$ cat src/rtl/fighter_motion_pkg.sv
// Game-wide placement constants, fighter state type and counter sizing helper.
// Pure declarations; no logic.
package fighter_motion_pkg;

   localparam int MAP_X    = 320;
   localparam int LIMIT_X  = 300;
   localparam int PLAYER_X = 40;
   localparam int MAP_Y    = 240;
   localparam int PLAYER_Y = 40;

   localparam int STEP_X   = 4;
   localparam int JUMP_V   = 20;
   localparam int JUMP_G   = 4;
   localparam int JUMP_MAX = 10;

   localparam int DASH_T_DEF  = 3;
   localparam int DASH_CD_DEF = 8;
   localparam int KNOCK_T_DEF = 4;
   localparam int DASH_MUL    = 3;
   localparam int KNOCK_MUL   = 2;

   typedef enum logic [1:0] {
      ST_GROUND,
      ST_JUMP,
      ST_DASH,
      ST_HIT
   } fighter_state_t;

   // Bits needed to hold 0..n, never less than one.
   function automatic int cnt_w(input int n);
      return (n < 1) ? 1 : $clog2(n + 1);
   endfunction

endpackage

$ cat src/rtl/fighter_motion_if.sv
// Button levels in, registered position and decoded pose flags out.
// The game-control layer drives the master side; fighter_motion is the slave.
interface fighter_motion_if;
   logic               tick;
   logic               right;
   logic               left;
   logic               jump;
   logic               squat;
   logic               defend;
   logic               dash;
   logic               hit;
   logic               hit_dir;
   logic signed [10:0] x;
   logic signed [9:0]  y;
   logic               isD;
   logic               isQ;
   logic               isJ;
   logic               isH;
   logic               facing;
   logic               dash_rdy;

   modport master (
      output tick, right, left, jump, squat, defend, dash, hit, hit_dir,
      input  x, y, isD, isQ, isJ, isH, facing, dash_rdy
   );

   modport slave (
      input  tick, right, left, jump, squat, defend, dash, hit, hit_dir,
      output x, y, isD, isQ, isJ, isH, facing, dash_rdy
   );
endinterface

$ cat src/rtl/fighter_jump_arc.sv
// Jump height y = Y_GROUND + V*j - floor(G*j*j/2), clamped to at least Y_GROUND.
// Combinational; the caller registers the result.
module fighter_jump_arc #(
   parameter int V        = 20,
   parameter int G        = 4,
   parameter int Y_GROUND = -200,
   parameter int JW       = 4
) (
   input  logic [JW-1:0]     jcnt,
   output logic signed [9:0] y
);
   localparam logic signed [15:0] V16 = 16'(V);
   localparam logic signed [15:0] G16 = 16'(G);
   localparam logic signed [15:0] Y16 = 16'(Y_GROUND);

   logic signed [15:0] j;
   logic signed [15:0] h;

   always_comb begin
      j = 16'(jcnt);
      h = Y16 + V16 * j - ((G16 * j * j) >>> 1);
      if (h < Y16) h = Y16;
   end

   assign y = h[9:0];
endmodule

$ cat src/rtl/fighter_motion.sv
// Per-fighter motion FSM (ground/jump/dash/hit); x, y, facing and counters update on tick.
// Registered state reflects inputs at the sampling edge; flags decode state plus live buttons.
module fighter_motion
   import fighter_motion_pkg::*;
#(
   parameter int X_MIN      = MAP_X - LIMIT_X,
   parameter int X_MAX      = MAP_X - PLAYER_X,
   parameter int X_RESET    = X_MAX,
   parameter int Y_GROUND   = -MAP_Y + PLAYER_Y,
   parameter int STEP       = STEP_X,
   parameter int V          = JUMP_V,
   parameter int G          = JUMP_G,
   parameter int MAX_J      = JUMP_MAX,
   parameter int DASH_STEP  = DASH_MUL * STEP_X,
   parameter int DASH_T     = DASH_T_DEF,
   parameter int DASH_CD    = DASH_CD_DEF,
   parameter int KNOCK_STEP = KNOCK_MUL * STEP_X,
   parameter int KNOCK_T    = KNOCK_T_DEF,
   parameter int FACE_RESET = 0
) (
   input  logic             clk,
   input  logic             rst_n,
   fighter_motion_if.slave  fm
);
   localparam int JW = cnt_w(MAX_J);
   localparam int DW = cnt_w(DASH_T);
   localparam int CW = cnt_w(DASH_CD);
   localparam int KW = cnt_w(KNOCK_T);

   localparam logic [JW-1:0] J_LAST = JW'(MAX_J);
   localparam logic [DW-1:0] D_LAST = DW'(DASH_T);
   localparam logic [KW-1:0] K_LAST = KW'(KNOCK_T);
   localparam logic [CW-1:0] CD_LD  = CW'(DASH_CD);

   localparam logic signed [11:0] STEP12  = 12'(STEP);
   localparam logic signed [11:0] DSTEP12 = 12'(DASH_STEP);
   localparam logic signed [11:0] KSTEP12 = 12'(KNOCK_STEP);
   localparam logic signed [11:0] XMIN12  = 12'(X_MIN);
   localparam logic signed [11:0] XMAX12  = 12'(X_MAX);
   localparam logic signed [10:0] XRST    = 11'(X_RESET);
   localparam logic signed [9:0]  YGND    = 10'(Y_GROUND);
   localparam logic               FACE_RST = (FACE_RESET != 0);

   fighter_state_t     st;
   logic signed [10:0] x_q;
   logic signed [9:0]  y_q;
   logic [JW-1:0]      jcnt;
   logic [JW-1:0]      jcnt_inc;
   logic [DW-1:0]      dcnt;
   logic [KW-1:0]      kcnt;
   logic [CW-1:0]      cd;
   logic               facing_q;
   logic               dash_dir;
   logic               knock_dir;
   logic               dash_dir_new;
   logic signed [9:0]  y_arc;
   logic signed [11:0] walk_d;
   logic signed [11:0] knock_in;

   function automatic logic signed [10:0] clamp_move(input logic signed [10:0] xc,
                                                     input logic signed [11:0] d);
      logic signed [11:0] s;
      s = {xc[10], xc} + d;
      if (s < XMIN12)      s = XMIN12;
      else if (s > XMAX12) s = XMAX12;
      return s[10:0];
   endfunction

   // The arc is evaluated one index ahead so y lands on f(jcnt) once jcnt advances.
   assign jcnt_inc = jcnt + JW'(1);

   fighter_jump_arc #(
      .V        (V),
      .G        (G),
      .Y_GROUND (Y_GROUND),
      .JW       (JW)
   ) u_arc (
      .jcnt (jcnt_inc),
      .y    (y_arc)
   );

   always_comb begin
      walk_d = 12'sd0;
      if (fm.right)     walk_d = STEP12;
      else if (fm.left) walk_d = -STEP12;
   end

   assign knock_in     = fm.hit_dir ? KSTEP12 : -KSTEP12;
   assign dash_dir_new = fm.right ? 1'b1 : (fm.left ? 1'b0 : facing_q);

   always_ff @(posedge clk or negedge rst_n) begin
      if (!rst_n) begin
         st        <= ST_GROUND;
         x_q       <= XRST;
         y_q       <= YGND;
         jcnt      <= '0;
         dcnt      <= '0;
         kcnt      <= '0;
         cd        <= '0;
         facing_q  <= FACE_RST;
         dash_dir  <= 1'b0;
         knock_dir <= 1'b0;
      end else if (fm.tick) begin
         cd <= (cd != '0) ? cd - CW'(1) : '0;
         if ((st == ST_GROUND || st == ST_JUMP) && (fm.right || fm.left))
            facing_q <= fm.right;
         case (st)
            ST_GROUND: begin
               y_q <= YGND;
               if (fm.hit && !fm.defend) begin
                  st        <= ST_HIT;
                  knock_dir <= fm.hit_dir;
                  kcnt      <= KW'(1);
                  x_q       <= clamp_move(x_q, knock_in);
               end else if (fm.jump) begin
                  st   <= ST_JUMP;
                  jcnt <= '0;
               end else if (fm.dash && cd == '0) begin
                  st       <= ST_DASH;
                  dash_dir <= dash_dir_new;
                  dcnt     <= DW'(1);
                  x_q      <= clamp_move(x_q, dash_dir_new ? DSTEP12 : -DSTEP12);
               end else if (!fm.squat && !fm.defend) begin
                  x_q <= clamp_move(x_q, walk_d);
               end
            end
            ST_JUMP: begin
               if (fm.hit) begin
                  st        <= ST_HIT;
                  jcnt      <= '0;
                  y_q       <= YGND;
                  knock_dir <= fm.hit_dir;
                  kcnt      <= KW'(1);
                  x_q       <= clamp_move(x_q, knock_in);
               end else begin
                  x_q <= clamp_move(x_q, walk_d);
                  if (jcnt == J_LAST) begin
                     st   <= ST_GROUND;
                     jcnt <= '0;
                     y_q  <= YGND;
                  end else begin
                     jcnt <= jcnt_inc;
                     y_q  <= y_arc;
                  end
               end
            end
            ST_DASH: begin
               y_q <= YGND;
               if (fm.hit) begin
                  st        <= ST_HIT;
                  dcnt      <= '0;
                  cd        <= CD_LD;
                  knock_dir <= fm.hit_dir;
                  kcnt      <= KW'(1);
                  x_q       <= clamp_move(x_q, knock_in);
               end else if (dcnt >= D_LAST) begin
                  st   <= ST_GROUND;
                  dcnt <= '0;
                  cd   <= CD_LD;
               end else begin
                  dcnt <= dcnt + DW'(1);
                  x_q  <= clamp_move(x_q, dash_dir ? DSTEP12 : -DSTEP12);
               end
            end
            ST_HIT: begin
               y_q <= YGND;
               if (kcnt >= K_LAST) begin
                  st   <= ST_GROUND;
                  kcnt <= '0;
               end else begin
                  kcnt <= kcnt + KW'(1);
                  x_q  <= clamp_move(x_q, knock_dir ? KSTEP12 : -KSTEP12);
               end
            end
            default: st <= ST_GROUND;
         endcase
      end
   end

   assign fm.x        = x_q;
   assign fm.y        = y_q;
   assign fm.facing   = facing_q;
   assign fm.isD      = fm.defend && (st == ST_GROUND);
   assign fm.isQ      = fm.squat && (st == ST_GROUND);
   assign fm.isJ      = (st == ST_JUMP);
   assign fm.isH      = (st == ST_HIT);
   assign fm.dash_rdy = (st == ST_GROUND) && (cd == '0);
endmodule

$ cat src/flat_wrapper.sv
// flat-port wrapper written by rule: the top's interface ports become plain ports
module fighter_motion_flat import fighter_motion_pkg::*;
#(
   parameter int X_MIN      = MAP_X - LIMIT_X,
   parameter int X_MAX      = MAP_X - PLAYER_X,
   parameter int X_RESET    = X_MAX,
   parameter int Y_GROUND   = -MAP_Y + PLAYER_Y,
   parameter int STEP       = STEP_X,
   parameter int V          = JUMP_V,
   parameter int G          = JUMP_G,
   parameter int MAX_J      = JUMP_MAX,
   parameter int DASH_STEP  = DASH_MUL * STEP_X,
   parameter int DASH_T     = DASH_T_DEF,
   parameter int DASH_CD    = DASH_CD_DEF,
   parameter int KNOCK_STEP = KNOCK_MUL * STEP_X,
   parameter int KNOCK_T    = KNOCK_T_DEF,
   parameter int FACE_RESET = 0
)
  (clk, rst_n, fm_tick, fm_right, fm_left, fm_jump, fm_squat, fm_defend, fm_dash, fm_hit, fm_hit_dir, fm_x, fm_y, fm_isD, fm_isQ, fm_isJ, fm_isH, fm_facing, fm_dash_rdy);
  fighter_motion_if fm_i ();
  input  logic clk;
  input  logic rst_n;
  input wire logic [$bits(fm_i.tick)-1:0] fm_tick;
  input wire logic [$bits(fm_i.right)-1:0] fm_right;
  input wire logic [$bits(fm_i.left)-1:0] fm_left;
  input wire logic [$bits(fm_i.jump)-1:0] fm_jump;
  input wire logic [$bits(fm_i.squat)-1:0] fm_squat;
  input wire logic [$bits(fm_i.defend)-1:0] fm_defend;
  input wire logic [$bits(fm_i.dash)-1:0] fm_dash;
  input wire logic [$bits(fm_i.hit)-1:0] fm_hit;
  input wire logic [$bits(fm_i.hit_dir)-1:0] fm_hit_dir;
  output wire logic [$bits(fm_i.x)-1:0] fm_x;
  output wire logic [$bits(fm_i.y)-1:0] fm_y;
  output wire logic [$bits(fm_i.isD)-1:0] fm_isD;
  output wire logic [$bits(fm_i.isQ)-1:0] fm_isQ;
  output wire logic [$bits(fm_i.isJ)-1:0] fm_isJ;
  output wire logic [$bits(fm_i.isH)-1:0] fm_isH;
  output wire logic [$bits(fm_i.facing)-1:0] fm_facing;
  output wire logic [$bits(fm_i.dash_rdy)-1:0] fm_dash_rdy;
  assign fm_i.tick = fm_tick;
  assign fm_i.right = fm_right;
  assign fm_i.left = fm_left;
  assign fm_i.jump = fm_jump;
  assign fm_i.squat = fm_squat;
  assign fm_i.defend = fm_defend;
  assign fm_i.dash = fm_dash;
  assign fm_i.hit = fm_hit;
  assign fm_i.hit_dir = fm_hit_dir;
  assign fm_x = fm_i.x;
  assign fm_y = fm_i.y;
  assign fm_isD = fm_i.isD;
  assign fm_isQ = fm_i.isQ;
  assign fm_isJ = fm_i.isJ;
  assign fm_isH = fm_i.isH;
  assign fm_facing = fm_i.facing;
  assign fm_dash_rdy = fm_i.dash_rdy;
  fighter_motion #(.X_MIN(X_MIN), .X_MAX(X_MAX), .X_RESET(X_RESET), .Y_GROUND(Y_GROUND), .STEP(STEP), .V(V), .G(G), .MAX_J(MAX_J), .DASH_STEP(DASH_STEP), .DASH_T(DASH_T), .DASH_CD(DASH_CD), .KNOCK_STEP(KNOCK_STEP), .KNOCK_T(KNOCK_T), .FACE_RESET(FACE_RESET)) u_core (.clk(clk), .rst_n(rst_n), .fm(fm_i));
endmodule
$ cat config.mk
export PLATFORM = sky130hd
export DESIGN_NAME = fighter_motion_flat
export DESIGN_NICKNAME = d
export VERILOG_FILES = /design/src/rtl/fighter_motion_pkg.sv /design/src/rtl/fighter_motion_if.sv /design/src/rtl/fighter_jump_arc.sv /design/src/rtl/fighter_motion.sv /design/src/flat_wrapper.sv
export SDC_FILE = /design/constraint.sdc
export NUM_CORES = 1
export LEC_CHECK = 0
export ABC_AREA = 1
export ABC_CLOCK_PERIOD_IN_PS = 10730
export BUFFER_PORTS_ARGS = -buffer_cell sky130_fd_sc_hd__buf_4
export CAP_MARGIN = 20
export CELL_PAD_IN_SITES_DETAIL_PLACEMENT = 1
export CELL_PAD_IN_SITES_GLOBAL_PLACEMENT = 1
export CORE_UTILIZATION = 40
export DETAILED_ROUTE_END_ITERATION = 6
export PLACE_DENSITY_LB_ADDON = 0.1
export SYNTH_ARGS = -nofsm -noshare
export SYNTH_HDL_FRONTEND = slang
export SYNTH_HIERARCHICAL = 1
export SYNTH_SLANG_ARGS = --single-unit
$ cat constraint.sdc
create_clock -name clk -period 10.73 [get_ports clk]
set_input_delay 1.073 -clock clk [delete_from_list [all_inputs] [get_ports clk]]
set_output_delay 1.073 -clock clk [all_outputs]
set_load 0.01 [all_outputs]
==> impl_metrics.toml <==
[status]
status = "finished, final reports clean"

[drt]
wl_um = 18550
drc_errors = 0
wl_per_cell_um = 16.33
viasPerCell = 5.291
initialDrtViolationCount = 280
vias = 6011
ant_nets = 0
drtPass1Iterations = 5

[critical_path]
cp_slowest_cell = "dfrtp_1"
slowest_delay_ps = 420
crit_start = "u_core/jcnt[0]"
critPathRequiredTime_ps = 10970
critPathMaxFanout = 6
critPathBufInv = 3
end_kind = "flop"
worstReg2RegStart = "u_core/jcnt[0]"
criticalPathCategory = "reg2reg"
cpMostUsedCell = "ha_1"
critPathTopFamily = "adder cells"
arrival_ps = 4280
crit_chain = "ha_1 -> xnor2_1 -> inv_1 -> ha_1 -> nand2_1 -> inv_1 -> ha_1 -> nand2_1 -> o21ai_0 -> xor2_1 -> ha_1 -> ha_1 -> a21oi_1 -> nand2_2 -> nand2_2 -> nand2_1 -> nand3_1 -> nand3_1 -> nand2_4 -> nand3_1 -> nor2_1 -> nand2_1 -> o21ai_0 -> inv_1"
start_kind = "flop"

[floorplanning]
die_area_mm2 = 0.01480
rows = 43
die_width_um = 121.7
io_pins = 38
start_util = 0.4110
die_y_um = 121.7
core_mm2 = 0.01393

[timing]
relSlewSlack = 0.4092
finalCriticalPeriod_ps = 4039
rsz0062_at_grt = "false"
finalSetupViolCount = 0
drv_slew = 0
timing.final.crit_share = 0.3764
worst_pin_slew_ps = 886.2
final.setup.tns_ps = 0
fmax_ghz = 0.2476
clock-skew-final_ps = 10.85
final_hold_viol_count = 0

[logic_synthesis]
ys_types = 49
synthCells = 923
async_reset_ff_frac = 1.000
synth-edff-count = 0
syn_avg_cell_area_um2 = 6.204
yosysSeqAreaShare = 0.1722
synth.area.top_cells = "nand2_1 16%, dfrtp_1 14%, ha_1 13%, inv_1 10%, nand3_1 7.7%"
yosysTopAreaCell = "nand2_1"
netlist_area_mm2 = 0.005727
synth.top_cell.area_share = 0.1580
ys_warn_count = 6
yosysMostFrequentCell = "nand2_1"
synth_common_cells = "241 x nand2_1, 154 x inv_1, 88 x nand3_1"
synth_seq_cells = 39
synth_flop_cell = "dfrtp_1"

[pwr]
power.total_w = 0.001879
p_leak_nw = 3.484
vdd_ir_drop_max_v = 0.0001182
powerDensity_mw_per_mm2 = 297.8

[global_routing]
grt_usage = 0.2666
grt_max_degree = 40
grt-ovfl-total = 0
grt_pass1_wl_um = 30530
antenna_found_initial = 0
grt_pass1_vias = 5959

[final_layout]
multi_input_area_mm2 = 0.004038
areaGrowthSynthToFinish_pct = 10.20
final_nets = 1033
fillers = 1910
drive_above_1_share = 0.1109
antenna_cells = 0
regArea_um2 = 985.9

[clocking]
clock_sinks = 39
numCtsBuffers = 5
cts_tree = "done"
h-tree-depth = 2
postCtsSetupRepairBufs = 0
cts_resized = 0
clock-root-buffer = "clkbuf_16"
worstSkewPairLatency_ps = 310
holdBufCountCts = 0
cts.clk_slew.worst_paths_ps = 70
cts_buffer_depth = 2

[placement]
hpwl_um = 14850
portBuffers = 37
routabilityCongestion = 0.8935

[hold_path]
hold_path_class = "reg2reg"
min_from = "u_core/knock_dir"

[flow_run]
max-cap-violations = 0
## flip-flops by register name, indices dropped and copies added (netlist names)
register	cells
u_core/dash_dir	1
u_core/cd	4
u_core/st	2
u_core/fm.x	11
u_core/jcnt	4
u_core/dcnt	2
u_core/fm.y	10
u_core/knock_dir	1
u_core/fm.facing	1
u_core/kcnt	3
## routing by layer
metal	global-route usage	wire (um)	vias to the layer above
li1	-	-	3037
met1	0.3699	9231	2865
met2	0.4403	8439	96
met3	0.03605	689	13
met4	0.05247	188	0
met5	0	0	-
## final timing paths
path / to / slack [ps] / cells past startpoint
worst max-delay path: u_core/fm.y[5] / 6690 / 24
worst min-delay path: u_core/knock_dir / 500 / 2
worst max register to register: u_core/fm.y[5] / 6690 / 24
worst min register to register: u_core/knock_dir / 500 / 2
max in group asynchronous: u_core/kcnt[2] / 9550 / 1
min in group asynchronous: u_core/fm.x[9] / 750 / 1
## cell type report
cell class | count | area share
clock buffers | 5 | 0.01983
clock inverters | 3 | 0.007534
inverters | 163 | 0.09695
multi-input cells | 709 | 0.6398
flip-flops and latches | 39 | 0.1562
well taps | 180 | 0.03569
repair buffers | 37 | 0.04401
## placed cells by master (no fill, tap or decap), types with 6 or more instances in the layout
cell type  count
buf_4         37
nand2_2       18
nor3_1        12
nand2_4        6
o21ai_0       42
a21oi_1       45
dfstp_2        8
fa_1           6
nand2_1      241
dfrtp_1       31
nor2_1        76
inv_2          8
o21ai_1        6
nand3_1       88
nand4_1       22
ha_1          61
inv_1        154
xor2_1        15
xnor2_1       11
nor2_2         6
## per-stage QoR
step	hold slack [ps]	cell area [um^2]	utilization	worst slack [ps]	cells
4_1_cts	491.1	6311	0.4529	6657	1136
2_1_floorplan	453.0	5731	-	7116	924
6_report	501.5	6311	0.4529	6691	1136
3_3_place_gp	477.7	6138	0.4405	6541	1128
3_5_place_dp	473.8	6138	0.4405	6444	1128
5_1_grt	529.0	6311	0.4529	6334	1136
## worst reg2reg max path, delay by kind of cell (launching register included)
kind	cells	cell delay [ps]
XOR/XNOR	2	420
AND/OR/NAND/NOR	11	940
AO/OA/AOI/OAI	3	590
buffers and inverters	3	280
adder cells (fa/ha/maj)	5	1340
flip-flops	1	420
## report_power, final
group / internal (W) / switching, W
combinational: 0.000484 / 0.000918
sequential: 0.000199 / 0.0000922
clock: 0.000111 / 0.0000755
total: 0.000794 / 0.00109
## kinds of logic (layout without fill, tap and decap cells)
group           count (synthesis)  count (layout)  share of synthesized area
compound gates                129             129                     0.1298
buf+inv                       176             208                     0.1234
flops                          39              39                     0.1722
xor+xnor                       26              26                    0.03976
fa+ha+maj                      67              67                     0.1542
simple gates                  485             485                     0.3799
other cells                     1               2                  0.0006548
No activity file was read; power rests on OpenSTA's default activity.
